File: config.mk
export PLATFORM = sky130hd
export DESIGN_NAME = stage_4
export DESIGN_NICKNAME = d
export VERILOG_FILES = /design/src/rtl/stage_4.sv
export SDC_FILE = /design/constraint.sdc
export NUM_CORES = 1
export LEC_CHECK = 0
export ABC_AREA = 0
export CORE_AREA = 2 2 117 165
export DETAILED_ROUTE_END_ITERATION = 16
export DIE_AREA = 0 0 119 167
export GPL_ROUTABILITY_DRIVEN = 0
export PLACE_DENSITY = 0.81
export SYNTH_ARGS = -nofsm -noshare
export SYNTH_HDL_FRONTEND = slang
export SYNTH_SLANG_ARGS = --single-unit
File: constraint.sdc
create_clock -name clk -period 2.55 [get_ports clk]
set_input_delay 0.51 -clock clk [delete_from_list [all_inputs] [get_ports clk]]
set_output_delay 0.51 -clock clk [all_outputs]
set_load 0.01 [all_outputs]
File: src/rtl/stage_4.sv
// rtl/stage_4.sv - RV32I memory-access stage with req/ack data port and access timeout
module stage_4 #(
    parameter int TIMEOUT = 16,
    parameter int ADDR_W  = 32
) (
    input  logic              clk,
    input  logic              rst_n,
    input  logic              i_valid,
    output logic              o_ready,
    input  logic [31:0]       i_alu_out,
    input  logic [31:0]       i_rs_2,
    input  logic [4:0]        i_rd_num,
    input  logic [6:0]        i_opcode,
    input  logic [2:0]        i_func_3,
    input  logic              i_op_type,
    output logic              mem_req,
    output logic              mem_we,
    output logic [ADDR_W-1:0] mem_addr,
    output logic [3:0]        mem_be,
    output logic [31:0]       mem_wdata,
    input  logic [31:0]       mem_rdata,
    input  logic              mem_ack,
    output logic              o_valid,
    output logic              o_wb_en,
    output logic [4:0]        o_rd_num,
    output logic [31:0]       o_wb_data,
    output logic              o_misaligned,
    output logic              o_bus_err
);

    localparam logic [6:0] OP_LOAD  = 7'b0000011;
    localparam logic [6:0] OP_STORE = 7'b0100011;
    // Last ACCESS cycle count before the access is abandoned.
    localparam logic [7:0] TMO_LAST = 8'(TIMEOUT - 1);

    typedef enum logic [1:0] {
        IDLE   = 2'd0,
        ACCESS = 2'd1,
        RESP   = 2'd2
    } state_t;

    state_t      state;
    logic [7:0]  tmo_cnt;
    logic [31:0] addr_q;
    logic [2:0]  func_3_q;
    logic [4:0]  rd_q;
    logic        is_load_q;

    logic        is_load;
    logic        is_store;
    logic        func_ok;
    logic        aligned;
    logic        mem_ok;
    logic [3:0]  st_be;
    logic [31:0] st_wdata;
    logic [7:0]  ld_byte;
    logic [15:0] ld_half;
    logic [31:0] ld_data;

    assign o_ready = (state == IDLE);

    // Decode the incoming memory operation: legality, alignment and store lanes.
    always_comb begin
        is_load  = (i_opcode == OP_LOAD);
        is_store = (i_opcode == OP_STORE);
        func_ok  = 1'b0;
        if (is_load) begin
            func_ok = (i_func_3 inside {3'd0, 3'd1, 3'd2, 3'd4, 3'd5});
        end else if (is_store) begin
            func_ok = (i_func_3 inside {3'd0, 3'd1, 3'd2});
        end
        case (i_func_3[1:0])
            2'b01:   aligned = ~i_alu_out[0];
            2'b10:   aligned = (i_alu_out[1:0] == 2'b00);
            default: aligned = 1'b1;
        endcase
        mem_ok = func_ok & aligned;
        case (i_func_3[1:0])
            2'b00: begin
                st_be    = 4'b0001 << i_alu_out[1:0];
                st_wdata = {4{i_rs_2[7:0]}};
            end
            2'b01: begin
                st_be    = i_alu_out[1] ? 4'b1100 : 4'b0011;
                st_wdata = {2{i_rs_2[15:0]}};
            end
            default: begin
                st_be    = 4'b1111;
                st_wdata = i_rs_2;
            end
        endcase
    end

    // Select and extend the loaded lane from the returned word.
    always_comb begin
        case (addr_q[1:0])
            2'd0:    ld_byte = mem_rdata[7:0];
            2'd1:    ld_byte = mem_rdata[15:8];
            2'd2:    ld_byte = mem_rdata[23:16];
            default: ld_byte = mem_rdata[31:24];
        endcase
        ld_half = addr_q[1] ? mem_rdata[31:16] : mem_rdata[15:0];
        case (func_3_q)
            3'd0:    ld_data = {{24{ld_byte[7]}}, ld_byte};
            3'd1:    ld_data = {{16{ld_half[15]}}, ld_half};
            3'd4:    ld_data = {24'd0, ld_byte};
            3'd5:    ld_data = {16'd0, ld_half};
            default: ld_data = mem_rdata;
        endcase
    end

    // Stage sequencer: accept, run the bus access with timeout, present the result.
    always_ff @(posedge clk or negedge rst_n) begin
        if (!rst_n) begin
            state        <= IDLE;
            tmo_cnt      <= 8'd0;
            addr_q       <= 32'd0;
            func_3_q     <= 3'd0;
            rd_q         <= 5'd0;
            is_load_q    <= 1'b0;
            mem_req      <= 1'b0;
            mem_we       <= 1'b0;
            mem_addr     <= '0;
            mem_be       <= 4'd0;
            mem_wdata    <= 32'd0;
            o_valid      <= 1'b0;
            o_wb_en      <= 1'b0;
            o_rd_num     <= 5'd0;
            o_wb_data    <= 32'd0;
            o_misaligned <= 1'b0;
            o_bus_err    <= 1'b0;
        end else begin
            case (state)
                IDLE: begin
                    o_valid <= 1'b0;
                    if (i_valid) begin
                        addr_q    <= i_alu_out;
                        func_3_q  <= i_func_3;
                        rd_q      <= i_rd_num;
                        is_load_q <= is_load;
                        if (!i_op_type) begin
                            o_valid      <= 1'b1;
                            o_wb_en      <= (i_rd_num != 5'd0);
                            o_rd_num     <= i_rd_num;
                            o_wb_data    <= i_alu_out;
                            o_misaligned <= 1'b0;
                            o_bus_err    <= 1'b0;
                            state        <= RESP;
                        end else if (!mem_ok) begin
                            // Faulting address is reported as the result for trap handling.
                            o_valid      <= 1'b1;
                            o_wb_en      <= 1'b0;
                            o_rd_num     <= i_rd_num;
                            o_wb_data    <= i_alu_out;
                            o_misaligned <= 1'b1;
                            o_bus_err    <= 1'b0;
                            state        <= RESP;
                        end else begin
                            mem_req   <= 1'b1;
                            mem_we    <= is_store;
                            mem_addr  <= ADDR_W'({i_alu_out[31:2], 2'b00});
                            mem_be    <= is_store ? st_be : 4'd0;
                            mem_wdata <= is_store ? st_wdata : 32'd0;
                            tmo_cnt   <= 8'd0;
                            state     <= ACCESS;
                        end
                    end
                end
                ACCESS: begin
                    if (mem_ack) begin
                        mem_req      <= 1'b0;
                        o_valid      <= 1'b1;
                        o_wb_en      <= is_load_q && (rd_q != 5'd0);
                        o_rd_num     <= rd_q;
                        o_wb_data    <= is_load_q ? ld_data : addr_q;
                        o_misaligned <= 1'b0;
                        o_bus_err    <= 1'b0;
                        state        <= RESP;
                    end else if (tmo_cnt == TMO_LAST) begin
                        mem_req      <= 1'b0;
                        o_valid      <= 1'b1;
                        o_wb_en      <= 1'b0;
                        o_rd_num     <= rd_q;
                        o_wb_data    <= addr_q;
                        o_misaligned <= 1'b0;
                        o_bus_err    <= 1'b1;
                        state        <= RESP;
                    end else begin
                        tmo_cnt <= tmo_cnt + 8'd1;
                    end
                end
                RESP: begin
                    o_valid <= 1'b0;
                    state   <= IDLE;
                end
                default: begin
                    mem_req <= 1'b0;
                    o_valid <= 1'b0;
                    state   <= IDLE;
                end
            endcase
        end
    end

endmodule

[Word-level counts from Yosys, hierarchy flattened]
Index checks and enable logic that the tools add are counted.
Storage, ports and cells
  ROM bits: 0
  memories: 0
  memory bits (writable): 0
  flip-flop bits (word level): 160
  logic and storage cells: 124
  bits in latches: 0
  output and inout port bits: 112
  input port bits: 116
Operators by class
  divide/modulo/power cells: 0
  bitwise operators: 3
  mux-type cells: 61
  $mul: 0
  reductions and logical operators: 18
  shift operators: 1
  add/sub/neg operators: 1
  equality and inequality tests: 23
  order comparisons: 0
Operators with widths (number)
  $mux 32: 7
  $pmux 32 s2: 2
  $pmux 32 s4: 1
  $mux 8: 5
  $mux 5: 5
  $pmux 8 s3: 1
  $mux 1: 22
  $mux 16: 1
  $pmux 8 s2: 1
  $reduce_bool 5->1: 3
  $eq 3x3->1 const B: 4
  $mux 2: 5
  $pmux 1 s2: 5
  $pmux 5 s2: 1
  $add 8x1->8 const B: 1
  $eq 8x4->1 const B: 1
  $logic_not 2->1: 4
  $mux 4: 2
  $pmux 4 s2: 1
  $reduce_and 4->1: 2
  $eq 7x2->1 const B: 1
  $eq 7x6->1 const B: 1
  $eq 2x1->1 const B: 3
  $eq 2x2->1 const B: 3
  17 further kinds: 25

[Depth between registers and ports, before layout]
  word-level depth: 9
  depth in mapped cells: 11
  mapped depth without buffers: 8

[Worst setup path before layout]
No wires, ideal clock.
  kind: in2reg
  from: in i_func_3[0]
  to: reg o_wb_data[10]
  cell stages on the path: 8
  buffers on the path: 1
  data arrival time: 2543 ps
  library setup time: 125 ps
  path slack: -119 ps
  required time: 2425 ps
  cells stage by stage: inv_1 ha_1 or3b_4 a311o_1 nor4_4 o21ai_4 buf_6 mux2_4
Between the ends
  longest elaborated chain between the ends: 7
  elaborated cells on any way between the ends: 15
  classes of those cells: 7 x eq/ne; 3 x mux; 1 x bitwise; 4 x reduce/logical
Ends and longest elaborated chain
  start, declared: RTL line 14  | input logic [2:0] i_func_3,
  $eq 3x1->1, or another cell as far along: RTL line 68, 70
  $reduce_bool 3->1: RTL line 70  | func_ok = (i_func_3 inside {3'd0, 3'd1, 3'd2});
  $mux 1: RTL line 69  | end else if (is_store) begin
  $mux 1: RTL line 67  | if (is_load) begin
  $and 1x1->1 (*): RTL line 77  | mem_ok = func_ok & aligned;
  $ne 3x3->1 (no line) (*)
  $reduce_and 4->1 (no line) (*)
  end signal, assigned: RTL line 145  | o_wb_data <= i_alu_out;
  end signal, assigned: RTL line 154  | o_wb_data <= i_alu_out;
  end signal, assigned: RTL line 175  | o_wb_data <= is_load_q ? ld_data : addr_q;
  end, declared: RTL line 26  | output logic [31:0] o_wb_data,
Mark *: on every way between the ends. The rest lies on a longest branch, timed or not.
A chain may end at the register's enable or synchronous reset.

[Worst setup path in the final report]
  from: in i_opcode[4]
  to: reg mem_wdata[3]
Between the ends
  longest elaborated chain between the ends: 5
  elaborated cells on any way between the ends: 7
  classes of those cells: 2 x eq/ne; 3 x mux; 1 x bitwise; 1 x reduce/logical
Ends and longest elaborated chain
  start, declared: RTL line 13  | input logic [6:0] i_opcode,
  $eq 7x6->1: RTL line 65  | is_store = (i_opcode == OP_STORE);
  $mux 1: RTL line 69
  $mux 1: RTL line 67
  $and 1x1->1: RTL line 77
  $reduce_and 4->1 (no line)
  end signal, assigned: RTL line 163  | mem_wdata <= is_store ? st_wdata : 32'd0;
  end, declared: RTL line 20  | output logic [31:0] mem_wdata,
Parallel ways exist; a longest one is shown, timed or not.

==> out/qor.csv <==
metric,value,unit
Tot Pwr,7.87,mW
highest-count cells in the layout ignoring fill and taps,"clkdlybuf4s50_1, dfrtp_1, nand2_1, mux2_2, o21ai_0",
crit path launch type,input port,
Clock Sinks,160,
TritonRoute pass-1 iters,5,
register area share after synthesis,49.0,%
Net Sw Frac,28.8,%
Crit. End Element,flip-flop,
sequential power share,40.8,%
post-synthesis xor/xnor area fraction,0,%
Slew @ Worst Pin,0.657,ns
die width,119,um
ys async rst share,100,%
Layout area overhead,41.8,%
"Clk pin slew, worst setup/hold paths",0.06,ns
ratio of cells with drive above 1 in the final layout,20.3,%
WHS,0.0388,ns
total CTS buffers,17,
power per standard cell area,679,mW/mm^2
ANT cells,0,
share of the synthesized area in the top cell type,49.0,%
Logic pwr share,25.0,%
total congestion overflow,0,
Max VDD drop,0.464,mV
Compound-Gate Fraction of Synth Area,17.2,%
vias per cell,5.74,
Worst path max stage delay,0.55,ns
DRC,0,
Core Region,0.0184,sq mm
hpwl dp,18400,um
wire per inst,19.8,um
routed vias,7332,
"most common cell after layout, fill and taps aside",clkdlybuf4s50_1,
clock network power share,34.2,%
H-tree levels,4,
FMAX,0.406,GHz
Setup Crit Path Kind,in -> reg,
"Max stage delay cell, worst path",or4b_4,
post-route design area,0.0116,sq mm
initial antenna violation count,0,
# fillers,1442,
"top cells by area, synth","dfrtp_1, mux2_2, nand2_1, mux2_4, o21ai_0",
internal power,5.60,mW
RSZ-0062 raised after global routing,no,
main combinational cell family by area after synthesis,compound AO/OA/AOI/OAI gates,
cells after synthesis,784,
Nets,1142,
# hold bufs at CTS,0,
final hold violation count,0,
Adder-Cell Fraction of Synth Area,0.765,%
first-pass GRT wire length,39600,um
Setup Buffers After CTS,0,
Crit path buffers/inverters,2,
Antenna Nets Post-Route,0,
period utilization,96.5,%
Critical Path RT,2.82,ns
mux share of post-synthesis cell area,16.1,%
clock buffer depth,2,
Tmin final,2.46,ns
final number of setup-violating endpoints,0,
dominant cell type by area after synthesis,dfrtp_1,
Synth Cell Area,0.00818,sq mm
I/O Buffers,225,
Critical Path Most Common Cell,or2_2,
Ys Warns,0,
status,"finished, final reports clean",
crit path max fanout,49,
P_leak,4.96,nW
initial core utilization,44.5,%
Syn Area/Cell,10.4,sq um
family with the most delay on the worst path,simple AND/OR/NAND/NOR gates,
"Clk Latency, worst-skew pair",0.43,ns
Post-synth top flop,dfrtp_1,
FF+latch area,0.00400,sq mm
vias in the first global route,7429,
worst hold path class,in -> async,
Critical Path AT,2.73,ns
simple-gate share of the synthesized area,13.3,%
normalized max-slew margin,56.2,%
max-cap violations,0,
"Distinct cells, synth",59,
Global Route Usage Sum,25.6,%
total wire length,25400,um
Final Slew Violations,0,
Worst Skew,0.00929,ns
DRT iter0 DRCs,732,
die area,0.0199,sq mm
number of synthesized register bits,160,
Clock Tree Root,clkbuf_16,
area post-placement,0.0110,sq mm
pin count of the biggest net entering global routing,62,
FP Rows,59,
Multi-input gate area,0.00390,sq mm
CTS tree,yes,
crit-path cells,clkdlybuf4s50_1 > or2_2 > or2_2 > or4b_4 > buf_4 > nand2_1 > o21ai_0,
Post-synth EDFFs,0,
Psw,2.27,mW
IO Count,228,
DIE HEIGHT,167,um
## flip-flops by register name, summed over array words and instances (netlist names), 2 cells and up
| name | cells |
|---|---|
| state | 2 |
| o_wb_data | 32 |
| func_3_q | 3 |
| addr_q | 32 |
| mem_wdata | 32 |
| mem_be | 4 |
| o_rd_num | 5 |
| mem_addr | 30 |
| tmo_cnt | 8 |
| rd_q | 5 |
## power groups by stage
stage / Combinational, mW / Clock (mW) / Sequential [mW]
finish: 1.97 / 2.69 / 3.21
global route: 2.10 / 2.84 / 3.26
CTS: 1.97 / 2.73 / 3.20
floorplan: 0.950 / 0 / 3.24
detailed placement: 1.95 / 0 / 3.24
global placement: 1.92 / 0 / 3.22
## worst paths after layout
kind	from	endpoint	slack, ns	depth (start not counted)
hold / removal	rst_n	mem_we	0.04	1
min in group clk	mem_wdata[28]	mem_wdata[28]	0.48	2
max in group asynchronous	rst_n	mem_addr[5]	1.81	2
setup reg to reg	state[0]	mem_wdata[3]	0.30	6
setup / recovery	i_opcode[4]	mem_wdata[3]	0.09	7
hold reg to reg	mem_wdata[28]	mem_wdata[28]	0.48	2
## worst reg2reg max path, cell delays in order, from the launching register on
cell and delay (ns):
dfrtp_1 0.43, nor2_1 0.31, nand3_1 0.18, or4b_4 0.62
buf_4 0.30, nand2_1 0.14, o21ai_0 0.12
## per-stage QoR
| step | std cells | util, % | TNS [ns] | setup slack, ns |
|---|---|---|---|---|
| detailed placement | 1246 | 59.7 | -49.02 | -0.561 |
| finish | 1278 | 63.1 | 0 | 0.0885 |
| global placement | 1246 | 59.7 | -45.34 | -0.496 |
| global route | 1278 | 63.1 | 0 | 0.0462 |
| floorplan | 785 | - | 0 | 0.00416 |
| CTS | 1278 | 63.1 | 0 | 0.0733 |
## cell usage after synthesis, types with 3 or more instances
cell      instances
a211oi_1         17
a21oi_1          24
a221oi_1          8
a22o_1            3
a22oi_1          32
a311o_1          17
a31oi_1           5
and2_1            3
buf_2             5
buf_4             3
buf_6             4
clkbuf_1         45
dfrtp_1         160
ha_1              5
inv_1             9
mux2_2           89
mux2_4           18
nand2_1         141
nand2b_1          5
nand3_1           3
nand3b_1          9
nor2_1           26
nor2b_1           5
nor3_1           22
o21a_1           17
o21ai_0          53
o22ai_1           7
o31ai_1           9
or3_1             4
## repair_timing
| item | CTS | global route |
|---|---|---|
| pin swaps | 5 | 1 |
| endpoints found under the hold margin | 0 | 0 |
| gates resized for setup | 5 | 1 |
| setup endpoints to repair | 47 | 1 |
## final cells by class
class	instances	share of cell area (%)
clock inverters	14	1.55
flip-flops and latches	160	34.5
inverters	9	0.291
multi-input cells	557	33.6
well taps	244	2.63
clock buffers	18	3.79
repair buffers	276	23.6
## per-layer routing
layer,GRT usage (%),routed length [um]
met5,0,0
met1,29.8,9680
met2,44.3,12800
met3,5.24,1740
met4,12.9,1090
## logic make-up after synthesis
group	Yosys count
AND/OR/NAND/NOR	236
AO/OA/AOI/OAI	204
flip-flops	160
multiplexers	110
buffers and inverters	68
adder cells (fa/ha/maj)	5
other	1
No activity file was read; power rests on OpenSTA's default activity.
==> RTL change 1 (config.mk and constraints unchanged) <==
Put one more register stage on the output `o_bus_err`, cleared by the reset. The value now appears one clock later. The other outputs are not delayed to match.
--- a/src/rtl/stage_4.sv
+++ b/src/rtl/stage_4.sv
@@ -41,2 +41,4 @@
 
+    logic o_bus_err_s0;
+
     state_t      state;
@@ -130,3 +132,3 @@
             o_misaligned <= 1'b0;
-            o_bus_err    <= 1'b0;
+            o_bus_err_s0 <= 1'b0;
         end else begin
@@ -146,3 +148,3 @@
                             o_misaligned <= 1'b0;
-                            o_bus_err    <= 1'b0;
+                            o_bus_err_s0 <= 1'b0;
                             state        <= RESP;
@@ -155,3 +157,3 @@
                             o_misaligned <= 1'b1;
-                            o_bus_err    <= 1'b0;
+                            o_bus_err_s0 <= 1'b0;
                             state        <= RESP;
@@ -176,3 +178,3 @@
                         o_misaligned <= 1'b0;
-                        o_bus_err    <= 1'b0;
+                        o_bus_err_s0 <= 1'b0;
                         state        <= RESP;
@@ -185,3 +187,3 @@
                         o_misaligned <= 1'b0;
-                        o_bus_err    <= 1'b1;
+                        o_bus_err_s0 <= 1'b1;
                         state        <= RESP;
@@ -204,2 +206,10 @@
 
+    always_ff @(posedge clk or negedge rst_n) begin
+        if (!rst_n) begin
+            o_bus_err <= '0;
+        end else begin
+            o_bus_err <= o_bus_err_s0;
+        end
+    end
+
 endmodule
Behaviour: same outputs for any inputs over 4 cycles, from zero or initial values and one cycle with rst_n low; that may be too few to reach the edited logic, so the function may still have changed.
==> RTL change 1 against the original RTL <==
- design area increased by 0.30%
- sequential share of layout area increased by 0.11 points
- worst setup slack improved by 0.13 ns
- hold slack improved by 0.37 ns
- sequential cell count increased by 1
- synthesized area increased by 0.46%
- wire length decreased by 0.99%
- power increased by 4.1%
- highest routed layer unchanged
==> RTL change 1: results (changes against the original RTL) <==
outcome completed; vias 6,924 (-5.6%); Synth cell types 56 (-5.1%); WL met1 9760 um (+0.82%); GR Util met3 0.0507 (-0.00171); R2R Path End o_rd_num[4]$_DFFE_PN0P_; Hold Path Class reg2reg; met3 wire length 1330 um (-24%); vias in the first global route 7,338 (-1.2%); Inst Count DP 1,218 (-2.2%); pin count of the biggest net entering global routing 54 (-13%); part of the power in registers 0.393 (-0.015); Synth top cells by count dfrtp_1 (161), nand2_1 (109), mux2_2 (80), o21ai_0 (62), a21oi_1 (47); wire per inst 20.1 um (+1.1%); first-pass GRT wire length 39,700 um (+0.24%); layout cell share with drive strength beyond 1 0.220 (+0.0174); met1 Usage GRT 0.296 (-0.00222); DRT iter0 DRCs 471 (-36%); hold buffer count at CTS 1 (+1); P_comb 2.07 mW (+5%); NetSw 2.30 mW (+1.1%); Register-to-Register Path Depth 7 (+1); Global Route Usage Sum 0.258 (+0.00211); final net count 1,115 (-2.4%); Worst path slowest cell clkdlybuf4s50_1; worst path arrival time 2.64 ns (-0.09 ns); worst reg2reg startpoint tmo_cnt[1]$_DFFE_PN0P_; DR WL met2 13,100 um (+1.8%); main area contributors after synthesis dfrtp_1 (49%), mux2_2 (11%), mux2_4 (7.3%), nand2_1 (5.0%), o21ai_0 (3.8%); Fill cells 1,454 (+0.83%); CP delay by family, top buffers and inverters; Layout Skew 0.0122 ns (+0.00291 ns); Final Non-Filler Cells 1,252 (-2.0%); Mapped Cells 751 (-4.2%)
RTL change 1: changes by cell type after synthesis, sizes merged, moves of 16 or more:
cell,unedited run,this run
nor3,22,2
a311o,17,0
a211oi,17,1
mux2,107,127
clkbuf,45,29
nand2,141,109
a21oi,24,50
RTL change 1: worst max path at each step:
stage	end	depth (start not counted)	start
final	o_rd_num[4]$_DFFE_PN0P_	9	i_func_3[1]
after global routing	tmo_cnt[2]$_DFFE_PN0P_	10	i_func_3[1]
after CTS	o_rd_num[4]$_DFFE_PN0P_	9	i_func_3[1]
after detailed placement	o_rd_num[4]$_DFFE_PN0P_	9	i_func_3[1]
after global placement	o_rd_num[0]$_DFFE_PN0P_	9	i_func_3[0]
after floorplan	o_wb_data[0]$_DFFE_PN0P_	8	i_func_3[1]
RTL change 1: layout make-up:
class,count,share of cell area
clock buffer,17,0.0366
sequential,161,0.346
tap,244,0.0263
inverter,19,0.00613
antenna,1,0.000215
timing repair buffer,279,0.239
multi-input combinational,516,0.325
clock inverter,15,0.0205
RTL change 1: through the flow:
step	instance area [um^2]	hold slack [ns]	worst slack, ns	TNS (ns)
floorplan	8220	0.214	0.406	0
detailed placement	11000	0.384	-0.192	-6.52
finish	11600	0.414	0.221	0
global placement	11000	0.369	-0.129	-4.31
global route	11600	0.426	0.0498	0
CTS	11600	0.415	0.243	0
RTL change 1: kinds of logic (layout without fill, tap and decap cells):
| family | after synthesis | in the layout | synth area share |
|---|---|---|---|
| other cells | 1 | 3 | 0.000456 |
| mux | 130 | 130 | 0.196 |
| buf+inv | 75 | 330 | 0.0521 |
| fa+ha+maj | 5 | 5 | 0.00761 |
| flops | 161 | 161 | 0.490 |
| simple gates | 168 | 168 | 0.0920 |
| compound gates | 211 | 211 | 0.161 |
==> RTL change 2 (config.mk and constraints unchanged) <==
Made on the original files. Set the parameter `ADDR_W` to 64 (it was 32).
--- a/src/rtl/stage_4.sv
+++ b/src/rtl/stage_4.sv
@@ -3,3 +3,3 @@
     parameter int TIMEOUT = 16,
-    parameter int ADDR_W  = 32
+    parameter int ADDR_W  = 64
 ) (
Interface: changed (resized mem_addr); port bits go from 228 to 260. No check against the original RTL was run, so the function may have changed too.
==> RTL change 2 against the original RTL <==
- wire length up 2.4%
- hold slack better by 0.44 ns
- synthesized area up 2.9%
- worst setup slack improved by 0.0051 ns
- sequential cell count stayed put
- design area increased by 0.12%
- die area unchanged
- power shrank 3.4%
- global-route usage up 0.71 points
- clock skew grew 0.0010 ns
- non-clock buffer count down 5
==> RTL change 2: results (changes against the original RTL) <==
Synth top cells by count dfrtp_1 (160), nand2_1 (141), mux2_2 (89), o21ai_0 (53), clkbuf_1 (45); Pwr top sequential cells; xor/xnor share of the synthesized area 0 (unchanged); layout cell share with drive strength beyond 1 0.190 (-0.0127); Min-Delay Endpoint mem_wdata[21]$_DFFE_PN0P_; compound-cell area share of the yosys netlist 0.167 (-0.00490); main area contributors after synthesis dfrtp_1 (48%), mux2_2 (12%), nand2_1 (6.3%), mux2_4 (3.2%), o21ai_0 (3.2%); Skew-Pair Late Insertion Delay 0.43 ns (about the same); Worst setup endpoint tmo_cnt[2]$_DFFE_PN0P_; Crit Path Max Fanout 4 (-92%); reg2reg setup slack 0.39 ns (+0.09 ns); drt first pass iters 5 (unchanged); DR WL met2 13,300 um (+3.4%); slew margin rel. 0.540 (-0.0225); Final min period 2.46 ns (-0.00507 ns); vias 7,465 (+1.8%); Worst path slowest cell clkdlybuf4s50_1; clk pwr 2.39 mW (-11%); CP delay by family, top compound AO/OA/AOI/OAI gates; DRT iter0 DRCs 668 (-8.7%); CP max stage delay 0.48 ns (-0.07 ns); Worst Hold Launch mem_wdata[21]$_DFFE_PN0P_; CTS root buf clkbuf_16; met3 wire length 1900 um (+9.5%); R2R Path End o_wb_data[7]$_DFFE_PN0P_; WL met1 9740 um (+0.63%); DP HPWL 18,900 um (+3.0%); Adder-Cell Fraction of Synth Area 0.00743 (-0.000218); Hold Path Class reg2reg; peak supply drop 0.000407 V (-12%); syn_area_per_cell 10.3 um^2 (-1.1%); mux cell area share after synthesis 0.156 (-0.00459); Final Non-Filler Cells 1,306 (+2.2%); sequential area share after synthesis 0.476 (-0.0140); GR Util met3 0.0589 (+0.00651); Leakage 5.01 nW (+1.0%); Layout Skew 0.0103 ns (+0.00104 ns); outcome completed; first-pass GRT wire length 40,600 um (+2.4%); PortBufs 225 (unchanged); met2 Track Usage GR 0.453 (+0.0107); Hold Worst Slack 0.479 ns (+0.440 ns); Logic pwr share 0.262 (+0.012); met1 Usage GRT 0.309 (+0.0112); Largest regs addr_q (32), mem_wdata (32), o_wb_data (32); worst setup path startpoint i_alu_out[0]; dpl cell area 11,000 um^2 (+0.68%); Place WS -0.539 ns (+0.0214 ns); NetSw 2.30 mW (+1.6%); Global Route Usage Sum 0.263 (+0.00715); vias in the first global route 7,394 (-0.47%); Register-to-Register Path Depth 5 (-1); Synth warnings 0 (unchanged); drt total wl 26,000 um (+2.4%); worst path arrival time 2.77 ns (+0.04 ns); pin count of the biggest net entering global routing 66 (+6.5%); final net count 1,169 (+2.4%); part of the power in registers 0.423 (+0.015)
## RTL change 2: changes by cell type in the layout (fill, tap and decap cells not counted), sizes merged
cell / unedited run / this run
conb: 2 / 34
buf: 52 / 46
clkinv: 2 / 7
bufinv: 3 / 0
inv: 13 / 11
diode: 0 / 1
dlygate4sd3: 0 / 1
## RTL change 2: cell type report
cell class                 count  area, um^2
inverter                       9        33.8
clock inverter                14         111
clock buffer                  18         439
multi-input combinational    589        4010
sequential                   160        4000
timing repair buffer         271        2700
tap                          244         305
fill                        1462        6770
antenna                        1        2.50
## RTL change 2: through the flow
step | utilization | TNS [ns]
floorplan | - | 0
global placement | 0.601 | -38.85
detailed placement | 0.601 | -46.43
CTS | 0.631 | 0
global route | 0.631 | 0
finish | 0.632 | 0
## RTL change 2: repair_timing
action,in CTS,in global routing
setup endpoints to repair,38,10
hold endpoints to repair,32,0
hold buffers,1,0
pin swaps,3,1
resized for setup,4,0
